[src/rtl/rv32_pkg.sv]
// RV32I encoding constants shared by the instruction encoder and the core decoder.
package rv32_pkg;

   localparam int unsigned XLEN = 32;

   localparam logic [6:0] OP_R      = 7'b0110011;
   localparam logic [6:0] OP_I_LOAD = 7'b0000011;
   localparam logic [6:0] OP_I_ALU  = 7'b0010011;
   localparam logic [6:0] OP_S      = 7'b0100011;
   localparam logic [6:0] OP_B      = 7'b1100011;
   localparam logic [6:0] OP_LUI    = 7'b0110111;
   localparam logic [6:0] OP_AUIPC  = 7'b0010111;
   localparam logic [6:0] OP_JAL    = 7'b1101111;
   localparam logic [6:0] OP_JALR   = 7'b1100111;
   localparam logic [6:0] OP_CUSTOM = 7'b0001011;

   localparam logic [2:0] FMT_R = 3'd0;
   localparam logic [2:0] FMT_I = 3'd1;
   localparam logic [2:0] FMT_S = 3'd2;
   localparam logic [2:0] FMT_B = 3'd3;
   localparam logic [2:0] FMT_U = 3'd4;
   localparam logic [2:0] FMT_J = 3'd5;

   typedef struct packed {
      logic [2:0]      fmt;
      logic [6:0]      opcode;
      logic [2:0]      funct3;
      logic [6:0]      funct7;
      logic [4:0]      rd;
      logic [4:0]      rs1;
      logic [4:0]      rs2;
      logic [XLEN-1:0] imm;
   } inst_fields_t;

   // True when v is representable as a signed value of the given bit width.
   function automatic logic sext_fits(input logic [XLEN-1:0] v, input int unsigned bits);
      logic [XLEN-1:0] hi;
      hi = XLEN'($signed(v) >>> (bits - 1));
      return (hi == '0) || (hi == '1);
   endfunction

endpackage

[src/rtl/inst_pack.sv]
// Combinational RV32I field packer; immediate range checks only with ENC_RANGE_CHECK_EN.
module inst_pack
   import rv32_pkg::*;
(
   input  inst_fields_t      f,
   output logic [XLEN-1:0]   word,
   output logic              range_ok,
   output logic              fmt_ok
);

   always_comb begin
      word   = '0;
      fmt_ok = 1'b1;
      case (f.fmt)
         FMT_R:   word = {f.funct7, f.rs2, f.rs1, f.funct3, f.rd, f.opcode};
         FMT_I:   word = {f.imm[11:0], f.rs1, f.funct3, f.rd, f.opcode};
         FMT_S:   word = {f.imm[11:5], f.rs2, f.rs1, f.funct3, f.imm[4:0], f.opcode};
         FMT_B:   word = {f.imm[12], f.imm[10:5], f.rs2, f.rs1, f.funct3,
                          f.imm[4:1], f.imm[11], f.opcode};
         FMT_U:   word = {f.imm[31:12], f.rd, f.opcode};
         FMT_J:   word = {f.imm[20], f.imm[10:1], f.imm[11], f.imm[19:12], f.rd, f.opcode};
         default: fmt_ok = 1'b0;
      endcase
   end

`ifdef ENC_RANGE_CHECK_EN
   always_comb begin
      range_ok = 1'b1;
      case (f.fmt)
         FMT_I, FMT_S: range_ok = sext_fits(f.imm, 12);
         FMT_B:        range_ok = sext_fits(f.imm, 13) && !f.imm[0];
         FMT_J:        range_ok = sext_fits(f.imm, 21) && !f.imm[0];
         FMT_U:        range_ok = (f.imm[11:0] == 12'h000);
         default:      range_ok = 1'b1;
      endcase
   end
`else
   assign range_ok = 1'b1;
`endif

endmodule

[src/rtl/inst_encoder.sv]
// Packs RV32I field bundles and streams them into imem, one word per accept.
// Optional immediate validation: ENC_RANGE_CHECK_EN.
module inst_encoder
   import rv32_pkg::*;
#(
   parameter int unsigned         ADDR_W    = 32,
   parameter logic [ADDR_W-1:0]   BASE_ADDR = '0,
   parameter int unsigned         DEPTH     = 1024
) (
   input  logic                      clk,
   input  logic                      rst_n,
   input  logic                      start,
   input  logic                      in_valid,
   output logic                      in_ready,
   input  logic [2:0]                fmt,
   input  logic [6:0]                opcode,
   input  logic [2:0]                funct3,
   input  logic [6:0]                funct7,
   input  logic [4:0]                rd,
   input  logic [4:0]                rs1,
   input  logic [4:0]                rs2,
   input  logic [31:0]               imm,
   input  logic                      last,
   output logic                      imem_we,
   output logic [ADDR_W-1:0]         imem_addr,
   output logic [31:0]               imem_wdata,
   output logic                      busy,
   output logic                      done,
   output logic                      err,
   output logic [$clog2(DEPTH):0]    count
);

   localparam int unsigned CNT_W = $clog2(DEPTH) + 1;

   typedef enum logic [1:0] {S_IDLE, S_LOAD, S_DONE, S_FULL} state_t;

   state_t            state;
   logic [ADDR_W-1:0] ptr;
   inst_fields_t      fields;
   logic [31:0]       word;
   logic              range_ok;
   logic              fmt_ok;
   logic              write_ok;
   logic [CNT_W-1:0]  count_inc;

   assign fields    = '{fmt: fmt, opcode: opcode, funct3: funct3, funct7: funct7,
                        rd: rd, rs1: rs1, rs2: rs2, imm: imm};
   assign write_ok  = fmt_ok & range_ok;
   assign count_inc = count + CNT_W'(1);

   inst_pack u_pack (
      .f        (fields),
      .word     (word),
      .range_ok (range_ok),
      .fmt_ok   (fmt_ok)
   );

   // Control FSM; start wins over any bundle presented in the same cycle.
   always_ff @(posedge clk) begin
      if (!rst_n) begin
         state      <= S_IDLE;
         in_ready   <= 1'b0;
         imem_we    <= 1'b0;
         imem_addr  <= BASE_ADDR;
         imem_wdata <= '0;
         busy       <= 1'b0;
         done       <= 1'b0;
         err        <= 1'b0;
         count      <= '0;
         ptr        <= BASE_ADDR;
      end else begin
         imem_we <= 1'b0;
         if (start) begin
            state    <= S_LOAD;
            in_ready <= 1'b1;
            busy     <= 1'b1;
            done     <= 1'b0;
            err      <= 1'b0;
            count    <= '0;
            ptr      <= BASE_ADDR;
         end else if (state == S_LOAD && in_valid) begin
            if (write_ok) begin
               imem_we    <= 1'b1;
               imem_addr  <= ptr;
               imem_wdata <= word;
               ptr        <= ptr + ADDR_W'(4);
               count      <= count_inc;
            end else begin
               err <= 1'b1;
            end
            // A final bundle ends the program even when it also fills the memory.
            if (last) begin
               state    <= S_DONE;
               in_ready <= 1'b0;
               busy     <= 1'b0;
               done     <= 1'b1;
            end else if (write_ok && count_inc == CNT_W'(DEPTH)) begin
               state    <= S_FULL;
               in_ready <= 1'b0;
            end
         end
      end
   end

endmodule

[config.mk]
export PLATFORM = sky130hd
export DESIGN_NAME = inst_encoder
export DESIGN_NICKNAME = d
export VERILOG_FILES = /design/src/rtl/rv32_pkg.sv /design/src/rtl/inst_pack.sv /design/src/rtl/inst_encoder.sv
export SDC_FILE = /design/constraint.sdc
export NUM_CORES = 1
export LEC_CHECK = 0
export ABC_CLOCK_PERIOD_IN_PS = 2200
export BUFFER_PORTS_ARGS = -buffer_cell sky130_fd_sc_hd__clkbuf_2
export CAP_MARGIN = 15
export CELL_PAD_IN_SITES_DETAIL_PLACEMENT = 0
export CELL_PAD_IN_SITES_GLOBAL_PLACEMENT = 1
export CORE_MARGIN = 1.5
export CORE_UTILIZATION = 37
export DETAILED_ROUTE_END_ITERATION = 7
export PLACE_DENSITY = 0.79
export REMOVE_ABC_BUFFERS = 1
export SYNTH_ARGS = -nofsm -noshare
export SYNTH_HDL_FRONTEND = slang
export SYNTH_HIERARCHICAL = 1
export SYNTH_SLANG_ARGS = --single-unit
[constraint.sdc]
create_clock -name clk -period 2.2 [get_ports clk]
set_input_delay 0.33 -clock clk [delete_from_list [all_inputs] [get_ports clk]]
set_output_delay 0.33 -clock clk [all_outputs]
set_load 0.03 [all_outputs]
# --- Word-level counts from Yosys, hierarchy flattened ---
# Index checks and enable logic that the tools add are counted.
word_totals:
  out_inout_bits: 80
  input_bits: 72
  reg_bits: 114
  elab_cells: 55
classes:
  eq_ne: 7
  bitwise_logic: 4
  muxes: 14
  n_reduce_logical: 17
  n_addsub: 2
ops:
  columns: ["op", "n"]
  rows:
  - ["32-bit case mux with 6 select lines", 1]
  - ["32-bit by 3-bit adder with 32-bit output (second input constant)", 1]
  - ["2-bit AND reduction", 6]
  - ["11-bit by 1-bit adder with 11-bit output (second input constant)", 1]
  - ["11-bit equality test (second input constant)", 1]
  - ["1-bit 2-to-1 mux", 11]
  - ["3-bit by 2-bit equality test with 1-bit output (second input constant)", 2]
  - ["3-bit equality test (second input constant)", 2]
  - ["2-bit nonzero test", 3]
  - ["6-bit OR reduction", 1]
  - ["2-bit 2-to-1 mux", 2]
  - ["1-bit NOT", 4]
  - ["3-bit by 1-bit equality test with 1-bit output (second input constant)", 1]
  - ["3-bit zero test", 1]
  - ["3-bit AND reduction", 1]
  - ["3-bit nonzero test", 1]
  - ["3-bit OR reduction", 1]
  - ["2-bit by 1-bit equality test with 1-bit output (second input constant)", 1]
  - ["1-bit logical AND", 2]
  - ["2-bit OR reduction", 1]

# --- Logic depth before layout (Yosys ltp) ---
depth:
  depth_word: 8
  depth_mapped: 8
  depth_no_buf: 6

# --- By module ---
# The synthesis kept the hierarchy.
modules_own_cells:
  columns: ["module", "area_each_um2", "n_inst", "cells_per_inst", "seq_area_each_um2"]
  rows:
  - ["inst_encoder", 4352.9, 1, 531, 2202.1]
  - ["inst_pack", 593.1, 1, 88, 0.0]

# --- Worst setup path after synthesis ---
# No wires, ideal clock.
synth_timing:
  kind: "register to register"
  from: "register count[0]"
  to: "register state[1]"
  n_path_buf: 0
  required_ps: 2130
  synth_period_minus_slack_ps: 2039
  setup_ps: 70
  arrival_time_ps: 1969
  path_slack_ps: 161
  path_stages_with_launch: 7
  path_cell_list: "dfxtp_1 -> ha_1 -> nand4_1 -> nor4_1 -> o221ai_1 -> or3_1 -> a21oi_1"
synth_between:
  elab_chain_cells: 5
synth_rtl:
  columns: ["item", "line", "text"]
  rows:
  - ["from (decl)", "inst_encoder.sv:30", "output logic [$clog2(DEPTH):0] count"]
  - ["from (signal assigned)", "inst_encoder.sv:87", "count <= count_inc;"]
  - ["11-bit by 1-bit adder with 11-bit output", "inst_encoder.sv:49", "assign count_inc = count + CNT_W'(1);"]
  - ["11-bit equality test", "inst_encoder.sv:97", "end else if (write_ok && count_inc == CNT_W'(DEPTH)) begin"]
  - ["1-bit logical AND", "inst_encoder.sv:97", null]
  - ["2-bit nonzero test (no source line)", null, null]
  - ["2-bit AND reduction (no source line)", null, null]
  - ["to (signal assigned)", "inst_encoder.sv:74", "state <= S_LOAD;"]
  - ["to (signal assigned)", "inst_encoder.sv:93", "state <= S_DONE;"]
  - ["to (signal assigned)", "inst_encoder.sv:98", "state <= S_FULL;"]
  - ["to (decl)", "inst_encoder.sv:37", "state_t state;"]
# No other way between the ends.
# A chain may end at the register's enable or synchronous reset.

# --- Final worst setup path ---
layout_timing:
  from: "register count[1]"
  to: "register state[1]"
# Same word-level chain as after synthesis.

==> qor.csv <==
stage,metric,value,unit
status,outcome,"complete, no violations",
clock_tree,clk sinks,110,
global_routing,met3 GRT Util,3.43,%
synthesis,top cell type by total area after synthesis,dfxtp_1,
cells_and_area,number of nets in the layout,835,
clock_tree,post-CTS setup repair buffer count,0,
hold_path,Min-Delay Path Depth,3,
floorplanning,row count,42,
global_routing,GR Util met1,23.0,%
placement,pre-CTS setup slack,217,ps
route,"antenna viol nets, final",0,
critical_path,RR Startpoint,count[1],
sta,endpoints failing setup,0,
critical_path,"Worst Path Class, Setup",register to register,
clock_tree,Clock Path Buffers,2,
placement,Detail Placement HPWL,9400,um
critical_path,cells along the critical path,ha_1 > nand2_1 > a2111oi_1 > o221ai_1 > or3_1 > a21oi_1,
clock_tree,clk slew on worst S/H paths,70,ps
synthesis,main combinational cell family by area after synthesis,simple AND/OR/NAND/NOR gates,
sta,final critical-path share of the clock period,88.5,%
synthesis,xor-xnor portion of the synthesized cell area,7.08,%
floorplanning,Ports,152,
cells_and_area,Area growth syn-to-layout,25.0,%
synthesis,compound-cell area share of the yosys netlist,15.3,%
synthesis,Synth Area in Simple Gates,25.9,%
synthesis,Mean Syn Cell Area,7.99,sq um
critical_path,Worst EP required,2470,ps
route,DRC,0,
clock_tree,CTS root buf,clkbuf_16,
synthesis,yosys warns,6,
synthesis,cell area after synthesis,0.00495,sq mm
global_routing,first-pass GRT wire length,20600,um
clock_tree,post_cts resized,0,
clock_tree,CTS Buf Count,9,
critical_path,WP data arrival,2220,ps
sta,Pins Over Slew Limit,0,
cells_and_area,"commonest cells after routing, fill and taps aside","nand2_1 (157), clkbuf_2 (149), dfxtp_1 (110)",
sta,Setup Skew,5.40,ps
sta,Max Fclk,514,MHz
synthesis,Async SR Flop Fraction,0,%
placement,PortBufs,149,
critical_path,CP Buf/Inv Count,0,
pwr,Leak,0.00250,uW
global_routing,GRT busiest layer,met2,
synthesis,sequential area share after synthesis,44.5,%
sta,Final min period,1950,ps
critical_path,Crit-path slowest cell,dfxtp_1,
route,drt total wl,12700,um
synthesis,Post-Synth Adder-Cell Area,0.506,%
critical_path,FF-to-FF End,state[1],
floorplanning,Die ar.,0.0141,sq mm
clock_tree,hold buffers post-CTS,0,
cells_and_area,# fillers,1367,
route,DR WL/cell,13.5,um
clock_tree,CTS H-tree depth,3,
sta,fin worst setup slack,253,ps
synthesis,number of flops mapped to enable cells by yosys,0,
critical_path,Critical Path Sink Type,register,
critical_path,CP max FO,6,
route,DR iter-0 viols,226,
critical_path,crit-path leading delay family,compound AO/OA/AOI/OAI gates,
hold_path,Hold Path Class,primary input to register,
synthesis,Yosys reg bits,110,
global_routing,GRT overflow,0,
floorplanning,die height,119,um
hold_path,worst hold path startpoint,rst_n,
synthesis,Area contributors post-synth,"dfxtp_1 (45%), nand2_1 (12%), a21oi_1 (7.4%)",
global_routing,vias in the first global route,4354,
floorplanning,standard cell core area,0.0131,sq mm
route,Avg Vias per Cell,4.94,
sta,Min Hold Slack,278,ps
synthesis,cell count after synthesis,619,
job,number of max-cap violations,0,
synthesis,synth unique cells,48,
critical_path,worst setup path startpoint,count[1],
synthesis,dominant synthesized flop cell,dfxtp_1,
clock_tree,CTS tree,built,
synthesis,area share of the largest cell type after synthesis,44.5,%
placement,Placer Congestion,0.890,
clock_tree,Skew-Pair Late Insertion Delay,340,ps
critical_path,Crit path largest cell delay,440,ps
global_routing,largest net degree at the start of global routing,53,
hold_path,hold endpoint,done,
pwr,peak supply drop,285,uV
floorplanning,Initial Utilization,37.6,%
critical_path,CP Launch Type,register,
sta,setup TNS,0,ps
sta,final hold viol count,0,
cells_and_area,# diodes,0,
critical_path,Worst R2R Setup Slack,250,ps
global_routing,met2 Use GR,30.1,%
cells_and_area,share of layout cells above drive strength 1,26.1,%
sta,RSZ-0062 raised after global routing,no,
global_routing,GRT Util Overall,17.7,%
critical_path,R2R cell count,6,
floorplanning,Die Width,119,um
route,drt pass-1 iters,4,
global_routing,initial antenna violation count,0,
synthesis,multiplexer share of the synthesized area,1.47,%
cells_and_area,"most common cell after layout, fill and taps aside",nand2_1,
route,Vias,4651,
pwr,Pwr Density,626,mW/mm^2
[cells by family (layout without fill, tap and decap cells)]
| logic type | Yosys count | after routing |
|---|---|---|
| other cells | 2 | 3 |
| buf+inv | 52 | 198 |
| simple gates | 281 | 281 |
| compound gates | 126 | 126 |
| fa+ha+maj | 2 | 2 |
| mux | 6 | 6 |
| flops | 110 | 110 |
| xor+xnor | 40 | 40 |
[layout make-up]
type | count | area, sq um | area share [%]
multi-input combinational | 458 | 2500 | 40.5
tap | 176 | 220 | 3.56
clock buffer | 14 | 274 | 4.43
inverter | 13 | 48.8 | 0.789
clock inverter | 2 | 15.0 | 0.243
timing repair buffer | 169 | 921 | 14.9
sequential | 110 | 2200 | 35.6
[power by group]
part,internal [uW],leakage [uW],total (uW),switching (uW)
registers,2000,0.000887,2010,8.47
clock network,862,0.000135,1550,688
logic,127,0.00147,310,182
[registers in the layout, summed over array words and instances (netlist names)]
signal / count
busy: 1
count: 11
done: 1
err: 1
imem_addr: 30
imem_wdata: 32
imem_we: 1
in_ready: 1
ptr: 30
state: 2
[worst max path at each step]
stage | end | slack (ps) | depth (start not counted)
floorplan | imem_addr[10] | -150 | 5
global placement | imem_addr[31] | 270 | 8
detailed placement | imem_addr[9] | 220 | 8
CTS | state[1] | 230 | 6
global route | state[1] | 30 | 6
finish | state[1] | 250 | 6
[worst reg2reg max path, cell delays in order, from the launching register on]
cell and delay, ps:
dfxtp_1 440, ha_1 310, nand2_1 80, a2111oi_1 330, o221ai_1 210, or3_1 370, a21oi_1 130
[Yosys cell counts (6+ instances only)]
cell type / number
and2_1: 8
buf_2: 11
o22ai_1: 6
nand2_1: 157
a21oi_1: 73
dfxtp_1: 110
xnor2_1: 13
nand4_1: 16
xor2_1: 27
inv_1: 13
nand3_1: 14
a22oi_1: 16
and3_1: 6
nor2_1: 50
o21ai_0: 11
clkbuf_1: 20
nor4_1: 6
[routing by layer]
| layer | part of all wire (%) | wire length, um | up-vias |
|---|---|---|---|
| met5 | 0 | 0 | - |
| met4 | 1.4 | 180 | 0 |
| met3 | 5.3 | 670 | 13 |
| met2 | 46 | 5890 | 130 |
| met1 | 47 | 5950 | 2128 |
| li1 | - | - | 2380 |
[metrics by stage]
step           power [uW]  utilization [%]  cell area [sq um]  instances
4_1_cts              3930             47.1               6180        942
3_3_place_gp         2360             44.9               5900        926
2_1_floorplan        2210                -               4750        581
6_report             3870             47.1               6180        942
5_1_grt              4020             47.1               6180        942
3_5_place_dp         2370             44.9               5900        926
No activity file was read; power rests on OpenSTA's default activity.
